$ cat config.mk
export PLATFORM = sky130hd
export DESIGN_NAME = upc_checkout_lane_flat
export DESIGN_NICKNAME = d
export VERILOG_FILES = /design/src/rtl/upc_pkg.sv /design/src/rtl/upc_checkout_lane_if.sv /design/src/rtl/upc_classify.sv /design/src/rtl/upc_checkout_lane.sv /design/src/flat_wrapper.sv
export SDC_FILE = /design/constraint.sdc
export NUM_CORES = 1
export LEC_CHECK = 0
export ABC_AREA = 1
export BUFFER_PORTS_ARGS = -buffer_cell sky130_fd_sc_hd__buf_2
export CELL_PAD_IN_SITES_DETAIL_PLACEMENT = 1
export CELL_PAD_IN_SITES_GLOBAL_PLACEMENT = 1
export CORE_MARGIN = 8
export CORE_UTILIZATION = 30
export DETAILED_ROUTE_END_ITERATION = 12
export PLACE_DENSITY_LB_ADDON = 0.05
export SLEW_MARGIN = 20
export SYNTH_ARGS = -nofsm -noshare
export SYNTH_HDL_FRONTEND = slang
export SYNTH_SLANG_ARGS = --single-unit
$ cat constraint.sdc
create_clock -name clk -period 3.4 [get_ports clk]
set_clock_uncertainty 0.05 [all_clocks]
set_input_delay 0.34 -clock clk [delete_from_list [all_inputs] [get_ports clk]]
set_output_delay 0.34 -clock clk [all_outputs]
set_load 0.01 [all_outputs]
$ cat src/rtl/upc_pkg.sv
// Shared types and defaults for the UPC checkout lane and its classifier.
package upc_pkg;

    localparam int DEF_CODE_W     = 3;
    localparam int DEF_CNT_W      = 8;
    localparam int DEF_ALARM_HOLD = 16;

    localparam logic [7:0] DEF_EXPENSIVE_MSK = 8'b0011_0001;
    localparam logic [7:0] DEF_DISCOUNT_MSK  = 8'b1110_1100;

    typedef enum logic [1:0] {
        IDLE  = 2'd0,
        SCAN  = 2'd1,
        ALARM = 2'd2
    } lane_state_t;

endpackage

$ cat src/rtl/upc_checkout_lane_if.sv
// Scanned-item valid/ready handshake between keypad/switch logic and a checkout lane.
interface upc_checkout_lane_if #(
    parameter int CODE_W = upc_pkg::DEF_CODE_W
);
    logic              valid;
    logic              ready;
    logic [CODE_W-1:0] code;
    logic              mark;

    modport master (output valid, code, mark, input ready);
    modport slave  (input valid, code, mark, output ready);
endinterface

$ cat src/rtl/upc_classify.sv
// Combinational mask lookup: item code (+ anti-theft mark) -> {stolen, disc}.
module upc_classify #(
    parameter int                    CODE_W        = upc_pkg::DEF_CODE_W,
    parameter logic [2**CODE_W-1:0]  EXPENSIVE_MSK = upc_pkg::DEF_EXPENSIVE_MSK,
    parameter logic [2**CODE_W-1:0]  DISCOUNT_MSK  = upc_pkg::DEF_DISCOUNT_MSK
) (
    input  logic [CODE_W-1:0] code,
    input  logic              mark,
    output logic              stolen,
    output logic              disc
);
    assign stolen = EXPENSIVE_MSK[code] & ~mark;
    assign disc   = DISCOUNT_MSK[code];
endmodule

$ cat src/rtl/upc_checkout_lane.sv
// Checkout lane FSM with per-transaction saturating counters and a latched theft alarm.
// Optional alarm auto-clear timer is built only when UPC_ALARM_TIMEOUT_EN is defined.
module upc_checkout_lane
    import upc_pkg::*;
#(
    parameter int                    CODE_W        = DEF_CODE_W,
    parameter int                    CNT_W         = DEF_CNT_W,
    parameter logic [2**CODE_W-1:0]  EXPENSIVE_MSK = DEF_EXPENSIVE_MSK,
    parameter logic [2**CODE_W-1:0]  DISCOUNT_MSK  = DEF_DISCOUNT_MSK,
    parameter int                    ALARM_HOLD    = DEF_ALARM_HOLD
) (
    input  logic                 clk,
    input  logic                 reset_n,
    upc_checkout_lane_if.slave   item,
    input  logic                 txn_end,
    input  logic                 alarm_clear,
    output logic                 stolen_alarm,
    output logic                 discount_last,
    output logic [CNT_W-1:0]     item_count,
    output logic [CNT_W-1:0]     discount_count,
    output logic [CNT_W-1:0]     stolen_count,
    output logic [1:0]           lane_state
);
    if (ALARM_HOLD < 1) begin : g_hold_chk
        $error("ALARM_HOLD must be at least 1");
    end

    lane_state_t state;
    logic        stolen, disc, acc;

    upc_classify #(
        .CODE_W(CODE_W), .EXPENSIVE_MSK(EXPENSIVE_MSK), .DISCOUNT_MSK(DISCOUNT_MSK)
    ) u_classify (
        .code(item.code), .mark(item.mark), .stolen(stolen), .disc(disc)
    );

    assign item.ready = (state != ALARM);
    assign acc        = item.valid && (state != ALARM);
    assign lane_state = state;

    function automatic logic [CNT_W-1:0] sat_inc(input logic [CNT_W-1:0] v, input logic en);
        return (en && (v != {CNT_W{1'b1}})) ? v + 1'b1 : v;
    endfunction

`ifdef UPC_ALARM_TIMEOUT_EN
    localparam int TMR_W = $clog2(ALARM_HOLD + 1);
    logic [TMR_W-1:0] timer;
`endif

    always_ff @(posedge clk or negedge reset_n) begin
        if (!reset_n) begin
            state          <= IDLE;
            stolen_alarm   <= 1'b0;
            discount_last  <= 1'b0;
            item_count     <= '0;
            discount_count <= '0;
            stolen_count   <= '0;
`ifdef UPC_ALARM_TIMEOUT_EN
            timer          <= '0;
`endif
        end else begin
            case (state)
                IDLE, SCAN: begin
                    if (acc) begin
                        // First item of a transaction wipes the previous totals.
                        if (state == IDLE) begin
                            item_count     <= CNT_W'(1);
                            discount_count <= CNT_W'(disc);
                            stolen_count   <= CNT_W'(stolen);
                        end else begin
                            item_count     <= sat_inc(item_count, 1'b1);
                            discount_count <= sat_inc(discount_count, disc);
                            stolen_count   <= sat_inc(stolen_count, stolen);
                        end
                        discount_last <= disc;
                        if (stolen) begin
                            state        <= ALARM;
                            stolen_alarm <= 1'b1;
`ifdef UPC_ALARM_TIMEOUT_EN
                            timer        <= TMR_W'(ALARM_HOLD);
`endif
                        end else if (state == IDLE) begin
                            state <= SCAN;
                        end else if (txn_end) begin
                            state <= IDLE;
                        end
                    end else if (state == SCAN && txn_end) begin
                        state <= IDLE;
                    end
                end
                ALARM: begin
                    if (alarm_clear) begin
                        state        <= SCAN;
                        stolen_alarm <= 1'b0;
`ifdef UPC_ALARM_TIMEOUT_EN
                    end else if (timer <= TMR_W'(1)) begin
                        state        <= SCAN;
                        stolen_alarm <= 1'b0;
                        timer        <= '0;
                    end else begin
                        timer <= timer - 1'b1;
`endif
                    end
                end
                default: state <= IDLE;
            endcase
        end
    end
endmodule
$ cat src/flat_wrapper.sv
// flat-port wrapper written by rule: the top's interface ports become plain ports
module upc_checkout_lane_flat import upc_pkg::*;
#(
    parameter int                    CODE_W        = DEF_CODE_W,
    parameter int                    CNT_W         = DEF_CNT_W,
    parameter logic [2**CODE_W-1:0]  EXPENSIVE_MSK = DEF_EXPENSIVE_MSK,
    parameter logic [2**CODE_W-1:0]  DISCOUNT_MSK  = DEF_DISCOUNT_MSK,
    parameter int                    ALARM_HOLD    = DEF_ALARM_HOLD
)
  (clk, reset_n, txn_end, alarm_clear, stolen_alarm, discount_last, item_count, discount_count, stolen_count, lane_state, item_valid, item_code, item_mark, item_ready);
  upc_checkout_lane_if #(.CODE_W(CODE_W)) item_i ();
  input  logic clk;
  input  logic reset_n;
  input  logic txn_end;
  input  logic alarm_clear;
  output logic stolen_alarm;
  output logic discount_last;
  output logic [CNT_W-1:0] item_count;
  output logic [CNT_W-1:0] discount_count;
  output logic [CNT_W-1:0] stolen_count;
  output logic [1:0] lane_state;
  input wire logic [$bits(item_i.valid)-1:0] item_valid;
  input wire logic [$bits(item_i.code)-1:0] item_code;
  input wire logic [$bits(item_i.mark)-1:0] item_mark;
  output wire logic [$bits(item_i.ready)-1:0] item_ready;
  assign item_i.valid = item_valid;
  assign item_i.code = item_code;
  assign item_i.mark = item_mark;
  assign item_ready = item_i.ready;
  upc_checkout_lane #(.CODE_W(CODE_W), .CNT_W(CNT_W), .EXPENSIVE_MSK(EXPENSIVE_MSK), .DISCOUNT_MSK(DISCOUNT_MSK), .ALARM_HOLD(ALARM_HOLD)) u_core (.clk(clk), .reset_n(reset_n), .item(item_i), .txn_end(txn_end), .alarm_clear(alarm_clear), .stolen_alarm(stolen_alarm), .discount_last(discount_last), .item_count(item_count), .discount_count(discount_count), .stolen_count(stolen_count), .lane_state(lane_state));
endmodule
==> Word level (Yosys, flattened, before mapping) <==
Memories as Yosys holds them, arrays and structs flattened.
Cells that the tools add are included.
{ "totals": {"register_bits": 28, "word_cells": 60, "memories": 2, "out_inout_bits": 29, "mem_bits_ro": 16} }
{ "mem_list": {"columns": ["name", "depth", "width", "read_ports", "rd_clocked_by_memory_dff", "wr", "line", "source"], "rows": [
  ["(name not given)", 8, 1, 1, 0, 0, "upc_classify.sv:13", "assign disc = DISCOUNT_MSK[code];"],
  ["(name not given)", 8, 1, 1, 0, 0, "upc_classify.sv:12", "assign stolen = EXPENSIVE_MSK[code] & ~mark;"]
]} }
{ "classes": {"mux": 19, "bitwise": 2, "n_eq_ne": 11, "n_reduce_logical": 16, "n_lt_le_gt_ge": 1, "add_sub_neg": 3} }
{ "ops": {"columns": ["cell", "count"], "rows": [
  ["two-way mux 8 bit", 6],
  ["adder 8 x 1 -> 8 bit, second input constant", 3],
  ["inequality test 8 bit, second input constant", 3],
  ["two-way mux 2 bit", 6],
  ["AND reduction 3 bit", 4],
  ["nonzero test 2 bit", 4],
  ["two-way mux 1 bit", 5],
  ["inequality test 5 x 4 -> 1 bit, second input constant", 1],
  ["logical AND 1 bit", 4],
  ["< comparator 3 x 4 -> 1 bit, second input constant", 1],
  ["inequality test 2 x 1 -> 1 bit, second input constant", 2],
  ["inequality test 2 bit, second input constant", 2],
  ["case mux 2 bit (2 select lines)", 1],
  ["AND reduction 4 bit", 1],
  ["inequality test 3 x 1 -> 1 bit, second input constant", 1],
  ["equality test 2 x 1 -> 1 bit, second input constant", 1],
  ["equality test 2 bit, second input constant", 1],
  ["zero test 2 bit", 1],
  ["case mux 1 bit (2 select lines)", 1],
  ["AND reduction 2 bit", 1],
  ["OR reduction 2 bit", 1],
  ["bitwise AND 1 bit", 1],
  ["inverter 1 bit", 1]
]} }

==> Longest topological paths before layout <==
Gate-level depths: netlist of run 1.
{ "depth": {"word_depth": 6, "mapped_depth": 8} }

==> Cells and area by module <==
From an unflattened synthesis of run 1, not the netlist that was laid out.
{ "hier_totals": {"cells_unflattened": 240, "hier_area_um2": 1685.4} }
{ "modules_own_cells": {"columns": ["module", "cells_per_inst", "area_each_um2", "n_inst"], "rows": [
  ["upc_checkout_lane", 232, 1655.3, 1],
  ["upc_classify", 8, 30.0, 1]
]} }

==> Worst setup path after synthesis of run 1 <==
Ideal clock, no wire load.
{ "synth_timing": {"path_kind": "register to register", "from": "register u_core.item_count[0]", "to": "register u_core.item_count[3]", "path_stages_with_launch": 9, "t_arrival_ps": 1277, "period_less_slack_ps": 1401, "path_slack_ps": 1999, "cell_sequence": "dfrtp_1 ha_1 nand2_1 nor2_2 nand3_2 nand2_4 buf_12 nand2_1 o21ai_2"} }
{ "synth_via": {"elab_chain_len": 3, "word_cells_on_any_way": 6, "classes_between": "add/sub: 1; eq/ne: 1; mux: 2; reduce/logical: 2"} }
{ "synth_rtl": {"columns": ["item", "line", "source"], "rows": [
  ["from (decl)", "upc_checkout_lane.sv:19", "output logic [CNT_W-1:0] item_count,"],
  ["from (signal assigned)", "upc_checkout_lane.sv:71", "item_count <= sat_inc(item_count, 1'b1);"],
  ["adder 8 x 1 -> 8 bit or inequality test 8 bit (tied branches)", "upc_checkout_lane.sv:42", "return (en && (v != {CNT_W{1'b1}})) ? v + 1'b1 : v;"],
  ["two-way mux 8 bit or nonzero test 2 bit (tied branches)", null, null],
  ["two-way mux 8 bit or AND reduction 3 bit (tied branches)", null, null]
]} }
Several ways; a longest one is shown, not always the timed one. The select of a mux whose other input is x is not followed.
A chain may end at the register's enable or synchronous reset.

==> Final worst setup path of run 1 <==
{ "layout_timing": {"from": "register u_core.stolen_count[0]", "to": "register u_core.stolen_count[0]"} }
{ "layout_via": {"elab_chain_len": 4, "word_cells_on_any_way": 7, "classes_between": "add/sub: 1; eq/ne: 1; mux: 2; reduce/logical: 3"} }
{ "layout_rtl": {"columns": ["item", "line", "source"], "rows": [
  ["from (decl)", "upc_checkout_lane.sv:21", "output logic [CNT_W-1:0] stolen_count,"],
  ["from (signal assigned)", "upc_checkout_lane.sv:69", "stolen_count <= CNT_W'(stolen);"],
  ["from (signal assigned)", "upc_checkout_lane.sv:73", "stolen_count <= sat_inc(stolen_count, stolen);"],
  ["branches (longest 4 deep; another with adder 8 x 1 -> 8 bit)", null, null]
]} }
Several ways; the timed one is not identified. The select of a mux whose other input is x is not followed.

==> impl.org, run 1 <==
** Timing
- Worst slew margin :: 53.69%
- Setup repair after global routing missed its margin :: false
- Ratio of final minimum period to clock period :: 44.80%
- Minimum clock period :: 1523 ps
- Static timing analysis puts the maximum clock frequency at 656.6 MHz.
- Setup violations remaining at the end of the flow were counted as 0.
- Max Slew Vio Count :: 0
- Summed over all failing endpoints, the final setup total negative slack is 0 ps.
- Count of final hold-check violations :: 0
- Worst Max-Slew Pin Slew :: 694.6 ps

** Floorplan
- Measured along the x axis, the die boundary spans 92.31 microns.
- Once the floorplan was initialized, standard cells occupied 31.34% of the core.
- For this design the top-level I/O count stands at 38.
- Die Footprint :: 0.008520 sq mm
- Measured along the y axis, the die boundary spans 92.31 microns.
- The core region is 0.005574 sq mm.
- The floorplan has 27 rows.

** Critical path
- Crit path DAT :: 1660 ps
- Crit-path max FO :: 9
- The worst setup path is launched from a register.
- Among all stages on the critical path, the largest delay is contributed by sky130_fd_sc_hd__dfrtp_1.
- Crit path max-delay family :: simple AND/OR/NAND/NOR gates
- Crit path largest cell delay :: 440 ps
- Most frequent cell on the critical path :: sky130_fd_sc_hd__nand2_1
- Data on the critical path is required at its endpoint by 3530 ps.
- Series of cell instances along the critical path :: ha_1, nand2_1, nor2_1, nand2_1, nand2_2, nand2_1, nand2_1, nand2_1
- The critical path is of the register to register type.
- Buffers & Inverters on Critical Path :: 0
- STA classifies the critical path endpoint as a register.

** Finish
- The layout has 721 filler cells.
- Storage element area :: 700.7 sq um
- The library cells used most frequently in the layout, excluding fill and tap cells, are sky130_fd_sc_hd__nand2_1 (64), sky130_fd_sc_hd__buf_2 (37), sky130_fd_sc_hd__nand3_1 (34).
- Area of the multi-input gates :: 909.6 sq um
- Area added between synthesis and finish :: 15.90%
- For this run, the post-layout net count is 281.
- Leaving out fill and tap cells, the most frequent cell in the layout is sky130_fd_sc_hd__nand2_1.
- 0 antenna diodes ended up in the layout.
- Layout cells sized above 1 :: 22.85%

** Logic synthesis
- Each instance of the synthesized netlist takes up on average 7.594 sq um.
- The number of nets handed over by synthesis was 242.
- The cell count after synthesis came out at 230.
- Number of distinct standard cells referenced by the synthesized netlist :: 27
- Sequential elements use 40.11% of the synthesized area.
- In the synthesized netlist the dominant register cell turns out to be sky130_fd_sc_hd__dfrtp_1.
- Counting flops with an async set or reset pin after synthesis yields a share of 100.0%.
- Number of enable-type register cells in the synthesized netlist :: 0
- Flip-flop and latch count after synthesis :: 28
- Synth warn :: 0
- Post-Synthesis Cell Area :: 0.001747 sq mm

** Detailed routing
- WL/cell :: 14.03 microns
- Detailed router's first-iteration violation count :: 18
- The pre-antenna-repair detailed-routing pass consisted of 4 iterations.
- In this run the remaining antenna-violating nets after routing total 0.
- Summed over all layers, the routed wires come to 4.755 mm.
- After detailed routing, the number of remaining DRC violations is 0.
- Dividing the detail-routed via count by the number of cells gives 4.687.
- Detailed-route via count :: 1589

** Placed design
- Placer Congestion :: 0.7005
- Input and output buffers added on the ports amount to 37.
- HPWL reported at the end of detailed placement :: 3.526 mm

** Clock tree
- After clock tree synthesis, the clock-pin slew on the worst setup and hold paths is 100 ps.
- Post-CTS repair changed the size of 0 cells.
- The later pin in the worst-skew pair is clocked with a latency of 280 ps.
- Number of clock buffers inserted by TritonCTS :: 3
- Clock tree from TritonCTS :: yes
- Buffer depth of the longest clock path :: 2
- Buffer type at the clock tree root :: sky130_fd_sc_hd__clkbuf_8
- CTS built an H-tree with a depth of 1.
- Total clock sinks :: 28
- Hold Buf Count CTS :: 0
- Buffers added to address setup during post-CTS repair amount to 0.

** Flow run
- # Max-Cap Violations :: 0

** Global route
- Global routing consumed, over all layers together, 11.93% of the routing resources.
- The number of antenna violations at the first check in global routing is 0.
- Entering global routing, the biggest net connects 29 pins.
- Wire length of the first global-routing pass :: 8.487 mm
- The via count of the first global-routing pass is 1728.
- Global-route congestion overflow total :: 0

** Pwr
- Total power for the finished layout comes to 0.9987 mW.
- The analysis attributes to cell leakage a power of 0.9968 nW.
- Total power divided by cell area :: 493.3 mW/mm^2
- The worst-case IR drop observed on VDD is 0.0002069 V.

** Hold path
- Min-Delay Path Class :: primary input to asynchronous set/reset pin

** Outcome
- The run finished with clean final reports.
## flip-flops by register name, indices dropped and copies added, names as in the netlist
signal,flops
u_core.discount_count,8
u_core.stolen_alarm,1
u_core.discount_last,1
u_core.lane_state,2
u_core.stolen_count,8
u_core.item_count,8
## stage by stage
step | setup WS (ps) | hold slack (ps) | cell area [sq um] | utilization (%) | instances
4_1_cts | 1848 | 70.24 | 2024 | 36.32 | 339
5_1_grt | 1709 | 91.29 | 2024 | 36.32 | 339
6_report | 1877 | 39.32 | 2024 | 36.32 | 339
3_5_place_dp | 1872 | 386.5 | 1983 | 35.58 | 336
3_3_place_gp | 1873 | 383.7 | 1983 | 35.58 | 336
2_1_floorplan | 1999 | -5.591 | 1747 | - | 230
## metal layers
layer | track usage [%] | share of wire [%] | wire length, microns
met5 | 0 | 0 | 0
met4 | 3.221 | 1.0 | 48
met3 | 2.502 | 3.4 | 163
met2 | 19.43 | 46 | 2172
met1 | 15.57 | 50 | 2372
## cells by family after synthesis
family / count (synthesis) / share of synthesized area, %
simple gates: 131 / 35.82
buf+inv: 29 / 7.808
xor+xnor: 6 / 3.009
fa+ha+maj: 3 / 2.149
compound gates: 33 / 11.10
flops: 28 / 40.11
## cell usage after synthesis, types with 2 or more instances
cell type                   n  area, sq um
sky130_fd_sc_hd__nand2_1   64        240.2
sky130_fd_sc_hd__nand3_1   34        170.2
sky130_fd_sc_hd__dfrtp_1   28        700.7
sky130_fd_sc_hd__inv_1     22        82.58
sky130_fd_sc_hd__nor2_1    16        60.06
sky130_fd_sc_hd__o21ai_1   15        75.07
sky130_fd_sc_hd__o21ai_0    7        35.03
sky130_fd_sc_hd__inv_2      4        15.01
sky130_fd_sc_hd__nand2_4    4        45.04
sky130_fd_sc_hd__o21ai_2    4        35.03
sky130_fd_sc_hd__o21bai_1   4        30.03
sky130_fd_sc_hd__ha_1       3        37.54
sky130_fd_sc_hd__nand3_2    3        30.03
sky130_fd_sc_hd__nand4_1    3        18.77
sky130_fd_sc_hd__xnor2_1    3        26.28
sky130_fd_sc_hd__xor2_1     3        26.28
sky130_fd_sc_hd__nand2_2    2        12.51
sky130_fd_sc_hd__nor2_2     2        12.51
## final timing paths
path                                               startpoint                                 end  slack (ps)  cells after the start
min reg2reg                  u_core.discount_last$_DFFE_PN0P_    u_core.discount_last$_DFFE_PN0P_         460                      2
max reg2reg                u_core.stolen_count[0]$_DFFE_PN0P_  u_core.stolen_count[0]$_DFFE_PN0P_        1880                      8
min                                                   reset_n    u_core.lane_state[1]$_DFFE_PN0P_          40                      1
max in group asynchronous                             reset_n  u_core.stolen_count[1]$_DFFE_PN0P_        2810                      1
min in group clk                                  alarm_clear    u_core.lane_state[1]$_DFFE_PN0P_         200                      2
max                        u_core.stolen_count[0]$_DFFE_PN0P_  u_core.stolen_count[0]$_DFFE_PN0P_        1880                      8
## layout make-up
| class | instances | share of cell area (%) |
|---|---|---|
| Clock buffer | 3 | 2.040 |
| Inverter | 26 | 4.821 |
| Multi-Input combinational cell | 173 | 44.93 |
| Sequential cell | 28 | 34.61 |
| Tap cell | 72 | 4.450 |
| Timing Repair Buffer | 37 | 9.147 |
## power breakdown
part           internal, mW  switching [mW]
registers             0.385          0.0625
logic                 0.122           0.239
clock network        0.0799           0.110
## worst reg2reg max path, delay by kind of cell, from the launching register on
family,cells,cell delay (ps)
simple gates,7,730
flops,1,440
fa+ha+maj,1,210
Note: power is estimated with default switching activity, not from simulation.
==> inputs of run 2 (changes only) <==
ABC_AREA = 0   (was 1)
clock period = 1.31 ns   (was 3.4 ns; I/O delays follow)
==> impl.org, run 2 <==
** Outcome
- Result of the run :: finished with violations (was finished clean)
- The checks that failed: setup timing.

** Logic synthesis
- Most numerous cell types in the synthesized netlist :: sky130_fd_sc_hd__dfrtp_1 (28), sky130_fd_sc_hd__inv_1 (12), sky130_fd_sc_hd__a21oi_1 (11), sky130_fd_sc_hd__nand2_1 (11), sky130_fd_sc_hd__o21ai_0 (10) (was sky130_fd_sc_hd__nand2_1 (64), sky130_fd_sc_hd__nand3_1 (34), sky130_fd_sc_hd__dfrtp_1 (28))
- Top flip-flop cell by instance count after synthesis :: sky130_fd_sc_hd__dfrtp_1 (unchanged)
- Largest cells by area after synthesis :: sky130_fd_sc_hd__dfrtp_1 (43%), sky130_fd_sc_hd__a21oi_1 (3.4%), sky130_fd_sc_hd__nand4_1 (3.1%) (was sky130_fd_sc_hd__dfrtp_1 (40%), sky130_fd_sc_hd__nand2_1 (14%), sky130_fd_sc_hd__nand3_1 (9.7%))
- The most common cell in the netlist is sky130_fd_sc_hd__dfrtp_1 (was sky130_fd_sc_hd__nand2_1).
- The number of synthesized flops with an enable pin was 0 (unchanged).
- The sequential fraction of the synthesis area came to 43.41% (was 40.11%).
- The number of standard cells after synthesis came to 171 (was 230).
- Syn nets :: 183 (was 242)
- Area share of the largest cell type after synthesis :: 43.41% (was 40.11%)
- Number of distinct standard cells referenced by the synthesized netlist :: 50 (was 27)
- Synth warn :: 0 (unchanged)
- Post-Synthesis Cell Area :: 0.001614 sq mm (was 0.001747 sq mm)
- The cell type with the largest total area after synthesis is sky130_fd_sc_hd__dfrtp_1 (unchanged).
- Share of flip-flops with an asynchronous set or reset after synthesis :: 100.0% (unchanged)
- The number of synthesized register bits came to 28 (unchanged).
- The mean instance size in the synthesized netlist came to 9.439 sq um (was 7.594 sq um).

** Critical path
- The worst path buffer plus inverter count is 0 (unchanged).
- Cell type of the slowest stage on the worst timing path :: sky130_fd_sc_hd__or4b_4 (was sky130_fd_sc_hd__dfrtp_1)
- Required time of the critical path :: 1430 ps (was 3530 ps)
- The worst setup slack for register-to-register paths came to -380 ps (was 1880 ps).
- The kind of capture point of the worst setup path is a register (unchanged).
- The kind of cell adding the most delay to the critical path is simple AND/OR/NAND/NOR gates (unchanged).
- Crit path DAT :: 1810 ps (was 1660 ps)
- Crit-path max FO :: 5 (was 9)
- Crit Path Category :: register to register (unchanged)
- The maximum single-stage delay on the critical path was 510 ps (was 440 ps).
- The startpoint class of the critical path is a register (unchanged).
- Series of cell instances along the critical path :: and2b_2, or4b_4, o21ai_4, o211ai_1 (was ha_1, nand2_1, nor2_1, nand2_1, nand2_2, nand2_1, nand2_1, nand2_1)

** Placed design
- The global placement routability congestion is 0.8386 (was 0.7005).
- The area of placed instances came to 0.002461 sq mm (was 0.001983 sq mm).
- HPWL reported at the end of detailed placement :: 4.894 mm (was 3.526 mm)
- Cells after DPL :: 343 (was 336)
- Total of buffers placed on input and output ports :: 37 (unchanged)

** Finish
- Area added between synthesis and finish :: 80.93% (was 15.90%)
- The utilization of the core after routing came to 56.82% (was 36.32%).
- # nets final :: 308 (was 281)
- Most common library cell in the layout ignoring fill and taps :: sky130_fd_sc_hd__buf_4 (was sky130_fd_sc_hd__nand2_1)
- Number of filler cells placed in the layout :: 623 (was 721)
- Layout cells sized above 1 :: 59.66% (was 22.85%)
- The design area is 0.002920 sq mm (was 0.002024 sq mm).
- Registers with the most flip-flops :: u_core.discount_count (8), u_core.item_count (8), u_core.stolen_count (8) (unchanged)
- Final non-filler cell total :: 365 (was 339)
- Ant. Diodes :: 0 (unchanged)
- Leading cell types in the layout, fill and taps excluded :: sky130_fd_sc_hd__buf_4 (70), sky130_fd_sc_hd__buf_2 (35), sky130_fd_sc_hd__dfrtp_1 (26) (was sky130_fd_sc_hd__nand2_1 (64), sky130_fd_sc_hd__buf_2 (37), sky130_fd_sc_hd__nand3_1 (34))

** Detailed routing
- The post-detailed-route DRC marker count came to 0 (unchanged).
- The routed via count is 1879 (was 1589).
- Total wirelength of the detailed-routed design :: 6.493 mm (was 4.755 mm)
- First-pass iteration count of the detailed router :: 4 (unchanged)
- The routed length per placed instance came to 17.79 microns (was 14.03 microns).
- Via/cell ratio :: 5.148 (was 4.687)
- Post-route antenna net violation count :: 0 (unchanged)
- The number of DRC markers after the initial detailed-route iteration was 26 (was 18).

** Flow run
- The reported max-cap violation count was 0 (unchanged).

** Floorplan
- The overall die width came to 89.35 microns (was 92.31 microns).
- Initial cell density of the core :: 31.40% (was 31.34%)
- The core box area was 0.005140 sq mm (was 0.005574 sq mm).
- Die Y :: 89.35 microns (was 92.31 microns)
- Rows :: 26 (was 27)
- The number of primary I/O pins came to 38 (unchanged).
- The overall die area was 0.007983 sq mm (was 0.008520 sq mm).

** Global route
- The pin count of the biggest net entering global routing came to 19 (was 29).
- Initial antenna violation count :: 0 (unchanged)
- Wire length of the first global-routing pass :: 10.12 mm (was 8.487 mm)
- Total Routing Usage GR :: 16.14% (was 11.93%)
- Vias in the first global route :: 2095 (was 1728)
- Global-route congestion overflow total :: 0 (unchanged)

** Pwr
- The leakage power of the design was 1.362 nW (was 0.9968 nW).
- Total power :: 3.042 mW (was 0.9987 mW)
- The power density normalized to cell area is 1042 mW/mm^2 (was 493.3 mW/mm^2).
- Worst ir drop on vdd :: 0.0005470 V (was 0.0002069 V)

** Timing
- Worst Max-Slew Pin Slew :: 504.0 ps (was 694.6 ps)
- The hold violation total from the final report is 0 (unchanged).
- Maximum clock frequency :: 591.9 MHz (was 656.6 MHz)
- Ratio of final minimum period to clock period :: 129.0% (was 44.80%)
- Max Slew Vio Count :: 0 (unchanged)
- The least setup slack across all paths after layout is -379.4 ps (was 1877 ps).
- The count of final setup violators was 29 (was 0).
- Setup repair after global routing missed its margin: true (was false).
- The headroom to the max-slew limit is 66.14% (was 53.69%).
- Minimum clock period :: 1689 ps (was 1523 ps)

** Clock tree
- Clock tree from TritonCTS :: yes (unchanged)
- Total clock sinks :: 28 (unchanged)
- Number of clock buffers inserted by TritonCTS :: 3 (unchanged)
- The source-to-sink clock delay at the later pin of the worst-skew pair came to 280 ps (about the same).
- The maximum count of clock buffers along a single path came to 2 (unchanged).
- The cell chosen for the clock root is sky130_fd_sc_hd__clkbuf_8 (unchanged).
- The clock-pin transition on the worst setup and hold timing paths is 100 ps (about the same).
- Number of levels in the clock H-tree :: 1 (unchanged)

** Hold path
- The worst hold-check path type is primary input to register (was primary input to asynchronous set/reset pin).
## run 2: changes by cell type in the layout (fill, tap and decap cells not counted), sizes merged, moves of 10 or more
cell / previous run / this run
nand2: 70 / 11
a21oi: 1 / 11
o21ai: 26 / 11
buf: 37 / 122
nand3: 38 / 6
nor2: 19 / 9
inv: 26 / 12
## run 2: power breakdown
part	switching, mW	total (mW)	internal, mW	leakage, nW
clock network	0.294	0.564	0.270	0.0288
registers	0.106	1.08	0.977	0.366
logic	0.665	1.40	0.731	0.967
total	1.07	3.04	1.98	1.36
## run 2: final cells by class
type	instances	area [sq um]	area share, %
Sequential cell	28	703.2	24.08
Tap cell	70	87.58	2.999
Inverter	12	45.04	1.542
Timing Repair Buffer	124	929.6	31.83
Multi-Input combinational cell	127	1100	37.66
Clock buffer	4	55.05	1.885
## run 2: worst reg2reg max path: cells and delay by family, from the launching register on
kind	cells	cell delay, ps
DFF	1	430
AOI/OAI and AO/OA	2	330
and+or+nand+nor	2	760
## run 2: through the flow
step | setup slack, ps | hold slack, ps | setup TNS [ps]
finish | -379.4 | 159.0 | -7173
global route | -436.7 | 186.4 | -8939
CTS | -398.6 | 200.1 | -7517
detailed placement | -408.1 | -10.84 | -6780
global placement | -311.6 | -13.70 | -5580
floorplan | -348.4 | -214.6 | -5336
## run 2: repair_timing
| action | CTS | global route |
|---|---|---|
| setup endpoints to repair | 26 | 29 |
| hold buffers | 2 | 0 |
| pin swaps | 22 | 20 |
| buffers inserted | 13 | 6 |
| gates resized for setup | 34 | 25 |
| endpoints found under the hold margin | 29 | 0 |
## run 2: kinds of logic after synthesis
| kind of cell | synth area share (%) |
|---|---|
| and+or+nand+nor | 28.45 |
| xor gates and xnor gates | 1.085 |
| adders and majority gates | 2.326 |
| DFF | 43.41 |
| AOI/OAI and AO/OA | 20.78 |
| buffers and inverters | 3.953 |
## run 2: routing by layer
layer	up-vias	track usage (%)	wire, microns
li1	897	-	-
met1	946	17.89	2560
met2	30	31.45	3651
met3	6	2.298	219
met4	0	3.172	63
met5	-	0	0
## run 2: path summary, 6_finish.rpt
kind | cells after the start | to | from
worst max-delay path | 4 | u_core.stolen_count[6]$_DFFE_PN0P_ | u_core.lane_state[1]$_DFFE_PN0P_
worst min-delay path | 5 | u_core.lane_state[0]$_DFFE_PN0P_ | txn_end
worst max register to register | 4 | u_core.stolen_count[6]$_DFFE_PN0P_ | u_core.lane_state[1]$_DFFE_PN0P_
worst min register to register | 2 | u_core.stolen_alarm$_DFFE_PN0P_ | u_core.stolen_alarm$_DFFE_PN0P_
max in group asynchronous | 3 | u_core.item_count[2]$_DFFE_PN0P_ | reset_n
min in group asynchronous | 2 | u_core.stolen_count[3]$_DFFE_PN0P_ | reset_n
==> inputs of run 3 (changes only) <==
CORE_MARGIN = default   (was 8)
SYNTH_HIERARCHICAL = 1   (was default)
==> impl.org, run 3 <==
** Outcome
- Result of the run: finished with violations (unchanged).
- Violated checks :: setup timing (unchanged)

** Critical path
- The launch point of the worst reg-to-reg path is u_core/lane_state[1]$_DFFE_PN0P_ (was u_core.lane_state[1]$_DFFE_PN0P_).
- The kind of cell adding the most delay to the critical path is compound AO/OA/AOI/OAI gates (was simple AND/OR/NAND/NOR gates).
- Crit path largest cell delay :: 430 ps (was 510 ps)
- Series of cell instances along the critical path :: o211a_2, a41o_1, or4_1, nand3_1 (was and2b_2, or4b_4, o21ai_4, o211ai_1)
- The classification of the worst setup path is register to register (unchanged).
- The required time of the worst setup path came to 1490 ps (was 1430 ps).
- Crit path DAT :: 1700 ps (was 1810 ps)
- The worst path buffer plus inverter count came to 0 (unchanged).
- Cell type of the slowest stage on the worst timing path :: sky130_fd_sc_hd__dfrtp_1 (was sky130_fd_sc_hd__or4b_4)
- The logic depth of the worst setup path including buffers is 4 (unchanged).
- Element type at the critical path start :: register (unchanged)
- The endpoint of the lowest-slack register-to-register path was u_core/item_count[3]$_DFFE_PN0P_ (was u_core.stolen_count[6]$_DFFE_PN0P_).
- Cells on worst reg2reg path :: 4 (unchanged)
- Flop-to-flop setup slack :: -220 ps (was -380 ps)
- Critical path capture point type :: register (unchanged)
- The largest fanout on the critical path came to 4 (was 5).

** Floorplan
- Die Footprint :: 0.005549 sq mm (was 0.007983 sq mm)
- Initial cell density of the core :: 31.07% (was 31.40%)
- The number of primary I/O pins came to 38 (unchanged).
- Die Y :: 74.49 microns (was 89.35 microns)
- Rows :: 26 (unchanged)
- The core box area came to 0.005075 sq mm (was 0.005140 sq mm).
- The overall die width is 74.49 microns (was 89.35 microns).

** Timing
- The time the final worst path needs with I/O delays and setup is 1526 ps (was 1689 ps).
- Worst slew margin :: 74.51% (was 66.14%)
- Setup repair after global routing missed its margin :: true (unchanged)
- Count of final hold-check violations :: 0 (unchanged)
- The transition at the pin with the smallest max-transition slack is 382.4 ps (was 504.0 ps).
- Max Slew Vio Count :: 0 (unchanged)
- Final setup violation count :: 26 (was 29)
- Final critical-path setup slack :: -215.6 ps (was -379.4 ps)
- The share of the clock period used by the worst path after layout was 116.5% (was 129.0%).
- The maximum clock rate was 655.5 MHz (was 591.9 MHz).

** Global route
- The via count of the first global-routing pass was 1960 (was 2095).
- The total global-route track usage was 23.49% (was 16.14%).
- Wire length of the first global-routing pass :: 9.680 mm (was 10.12 mm)
- The pin count of the biggest net entering global routing is 16 (was 19).
- The remaining global-route overflow was 0 (unchanged).
- Initial antenna violation count :: 0 (unchanged)

** Finish
- Leading cell types in the layout, fill and taps excluded: sky130_fd_sc_hd__buf_4 (56), sky130_fd_sc_hd__buf_2 (36), sky130_fd_sc_hd__dfrtp_1 (22) (was sky130_fd_sc_hd__buf_4 (70), sky130_fd_sc_hd__buf_2 (35), sky130_fd_sc_hd__dfrtp_1 (26)).
- Final non-filler cell total :: 349 (was 365)
- Most common library cell in the layout ignoring fill and taps :: sky130_fd_sc_hd__buf_4 (unchanged)
- Ant. Diodes :: 0 (unchanged)
- The layout cell share with drive strength beyond 1 was 59.14% (was 59.66%).
- The area overhead of the layout relative to synthesis is 76.27% (was 80.93%).
- Registers with the most flip-flops: u_core/discount_count (8), u_core/item_count (8), u_core/stolen_count (8) (was u_core.discount_count (8), u_core.item_count (8), u_core.stolen_count (8)).
- # nets final :: 292 (was 308)
- The utilization of the core after routing was 54.76% (was 56.82%).

** Detailed routing
- First-pass iteration count of the detailed router :: 4 (unchanged)
- Via/cell ratio :: 5.223 (was 5.148)
- Detailed router's first-iteration violation count :: 68 (was 26)
- Post-route antenna net violation count :: 0 (unchanged)
- The final routed wirelength across all metal layers came to 6.070 mm (was 6.493 mm).
- The post-detailed-route DRC marker count is 0 (unchanged).
- The routed length per placed instance is 17.39 microns (was 17.79 microns).
- Detailed-route via count :: 1823 (was 1879)

** Logic synthesis
- The cell area after synthesis came to 0.001577 sq mm (was 0.001614 sq mm).
- Syn nets :: 189 (was 183)
- The cell type with the largest total area after synthesis is sky130_fd_sc_hd__dfrtp_1 (unchanged).
- Most numerous cell types in the synthesized netlist: sky130_fd_sc_hd__dfrtp_1 (28), sky130_fd_sc_hd__nand2_1 (23), sky130_fd_sc_hd__o21ai_0 (16) (was sky130_fd_sc_hd__dfrtp_1 (28), sky130_fd_sc_hd__inv_1 (12), sky130_fd_sc_hd__a21oi_1 (11), sky130_fd_sc_hd__nand2_1 (11), sky130_fd_sc_hd__o21ai_0 (10)).
- The number of standard cells after synthesis is 177 (was 171).
- The count of different cell masters after synthesis is 48 (was 50).
- Area share of the largest cell type after synthesis :: 44.44% (was 43.41%)
- Share of flip-flops with an asynchronous set or reset after synthesis :: 100.0% (unchanged)
- Largest cells by area after synthesis :: sky130_fd_sc_hd__dfrtp_1 (44%), sky130_fd_sc_hd__nand2_1 (5.5%), sky130_fd_sc_hd__o21ai_0 (5.1%) (was sky130_fd_sc_hd__dfrtp_1 (43%), sky130_fd_sc_hd__a21oi_1 (3.4%), sky130_fd_sc_hd__nand4_1 (3.1%))
- Synth warn :: 6 (was 0)
- The most instantiated flip-flop cell in the synthesis netlist was sky130_fd_sc_hd__dfrtp_1 (unchanged).
- Most numerous cell in the Yosys netlist :: sky130_fd_sc_hd__dfrtp_1 (unchanged)
- Flip-flop and latch count after synthesis :: 28 (unchanged)
- Syn Area/Cell :: 8.907 sq um (was 9.439 sq um)
- The number of synthesized flops with an enable pin came to 0 (unchanged).
- Sequential fraction of the synthesis area :: 44.44% (was 43.41%)

** Flow run
- The reported max-cap violation count is 0 (unchanged).

** Pwr
- The overall power after layout is 3.651 mW (was 3.042 mW).
- The power density normalized to cell area is 1314 mW/mm^2 (was 1042 mW/mm^2).
- Worst ir drop on vdd :: 0.0006039 V (was 0.0005470 V)
- The leakage power of the design is 1.282 nW (was 1.362 nW).

** Placed design
- The count of placed standard cells including taps was 332 (was 343).
- Minimum setup slack after placement :: -300.0 ps (was -408.1 ps)
- The global placement routability congestion came to 0.8015 (was 0.8386).
- Total of buffers placed on input and output ports :: 37 (unchanged)
- The placed wire-length estimate after detailed placement is 4.437 mm (was 4.894 mm).

** Hold path
- The source of the worst hold timing path is alarm_clear (was txn_end).
- Endpoint of the worst hold path :: u_core/lane_state[1]$_DFFE_PN0P_ (was u_core.lane_state[0]$_DFFE_PN0P_)
- The worst hold-check path type is primary input to register (unchanged).
- The worst hold path stage count was 2 (was 5).

** Clock tree
- Buffer type at the clock tree root :: sky130_fd_sc_hd__clkbuf_8 (unchanged)
- The clock-pin transition on the worst setup and hold timing paths was 110 ps (was 100 ps).
- The level count of the clock H-tree is 1 (unchanged).
- The CTS tree is yes (unchanged).
- The source-to-sink clock delay at the later pin of the worst-skew pair is 280 ps (about the same).
- The number of buffers added by the clock tree synthesis step is 3 (unchanged).
- Buffer depth of the longest clock path :: 2 (unchanged)
- The number of sinks on the clock net came to 28 (unchanged).
run 3: changes by cell type in the layout (fill, tap and decap cells not counted), sizes merged, moves of 4 or more:
| cell | delta |
|---|---|
| buf | -19 |
| nand2 | +12 |
| nor3 | +8 |
| inv | -6 |
| o211ai | -6 |
| o21ai | +5 |
| nand3 | +4 |
run 3: stage by stage:
| step | TNS, ps | area (sq um) | hold slack, ps |
|---|---|---|---|
| finish | -3804 | 2779 | 34.89 |
| global route | -5179 | 2779 | 37.30 |
| CTS | -3691 | 2718 | 47.63 |
| detailed placement | -5323 | 2389 | 25.61 |
| global placement | -4015 | 2389 | 10.96 |
| floorplan | -1917 | 1770 | -214.6 |
run 3: cell type report:
cell class / count / area, sq um
well taps: 70 / 87.58
multi-input cells: 137 / 1147
clock buffers: 4 / 55.05
fillers: 603 / 2296
inverters: 6 / 25.02
repair buffers: 104 / 755.7
flip-flops and latches: 28 / 708.2
run 3: worst max-delay path by stage:
| stage | from | endpoint | slack, ps |
|---|---|---|---|
| 6_report | u_core/lane_state[1]$_DFFE_PN0P_ | u_core/item_count[3]$_DFFE_PN0P_ | -220 |
| 3_3_place_gp | u_core/lane_state[0]$_DFFE_PN0P_ | u_core/item_count[0]$_DFFE_PN0P_ | -210 |
| 2_1_floorplan | u_core/item_count[2]$_DFFE_PN0P_ | u_core/item_count[0]$_DFFE_PN0P_ | -250 |
| 3_5_place_dp | u_core/lane_state[0]$_DFFE_PN0P_ | u_core/stolen_count[1]$_DFFE_PN0P_ | -300 |
| 5_1_grt | u_core/lane_state[1]$_DFFE_PN0P_ | u_core/discount_count[1]$_DFFE_PN0P_ | -260 |
| 4_1_cts | u_core/lane_state[1]$_DFFE_PN0P_ | u_core/item_count[3]$_DFFE_PN0P_ | -210 |
run 3: what timing repair did:
item	CTS	global route
hold buffers	1	0
hold endpoints to repair	13	0
pin swaps	13	4
gates resized for setup	43	15
setup buffers	10	3
endpoints found under the setup margin	25	28
run 3: report_power, final:
group	leakage [nW]	total, mW	internal (mW)	switching (mW)
logic	0.896	1.86	0.924	0.940
registers	0.357	1.21	1.04	0.171
clock network	0.0288	0.572	0.270	0.302
total	1.28	3.65	2.24	1.41
run 3: worst register-to-register path: stages (launching register included):
cell,delay (ps)
sky130_fd_sc_hd__dfrtp_1,430
sky130_fd_sc_hd__o211a_2,270
sky130_fd_sc_hd__a41o_1,220
sky130_fd_sc_hd__or4_1,410
sky130_fd_sc_hd__nand3_1,80
run 3: layer usage:
metal  global-route usage (%)  part of all wire [%]
met5                        0                     0
met4                    7.757                   1.8
met3                    2.575                   2.5
met2                    42.34                    52
met1                    29.04                    44
run 3: cells by family (layout without fill, tap and decap cells):
kind of cell	after synthesis	after routing	share of synthesized area (%)
AO/OA/AOI/OAI	52	52	21.67
flip-flops	28	28	44.44
buffers and inverters	12	114	4.127
AND/OR/NAND/NOR	80	80	26.03
multiplexers	2	2	1.349
adder cells (fa/ha/maj)	3	3	2.381
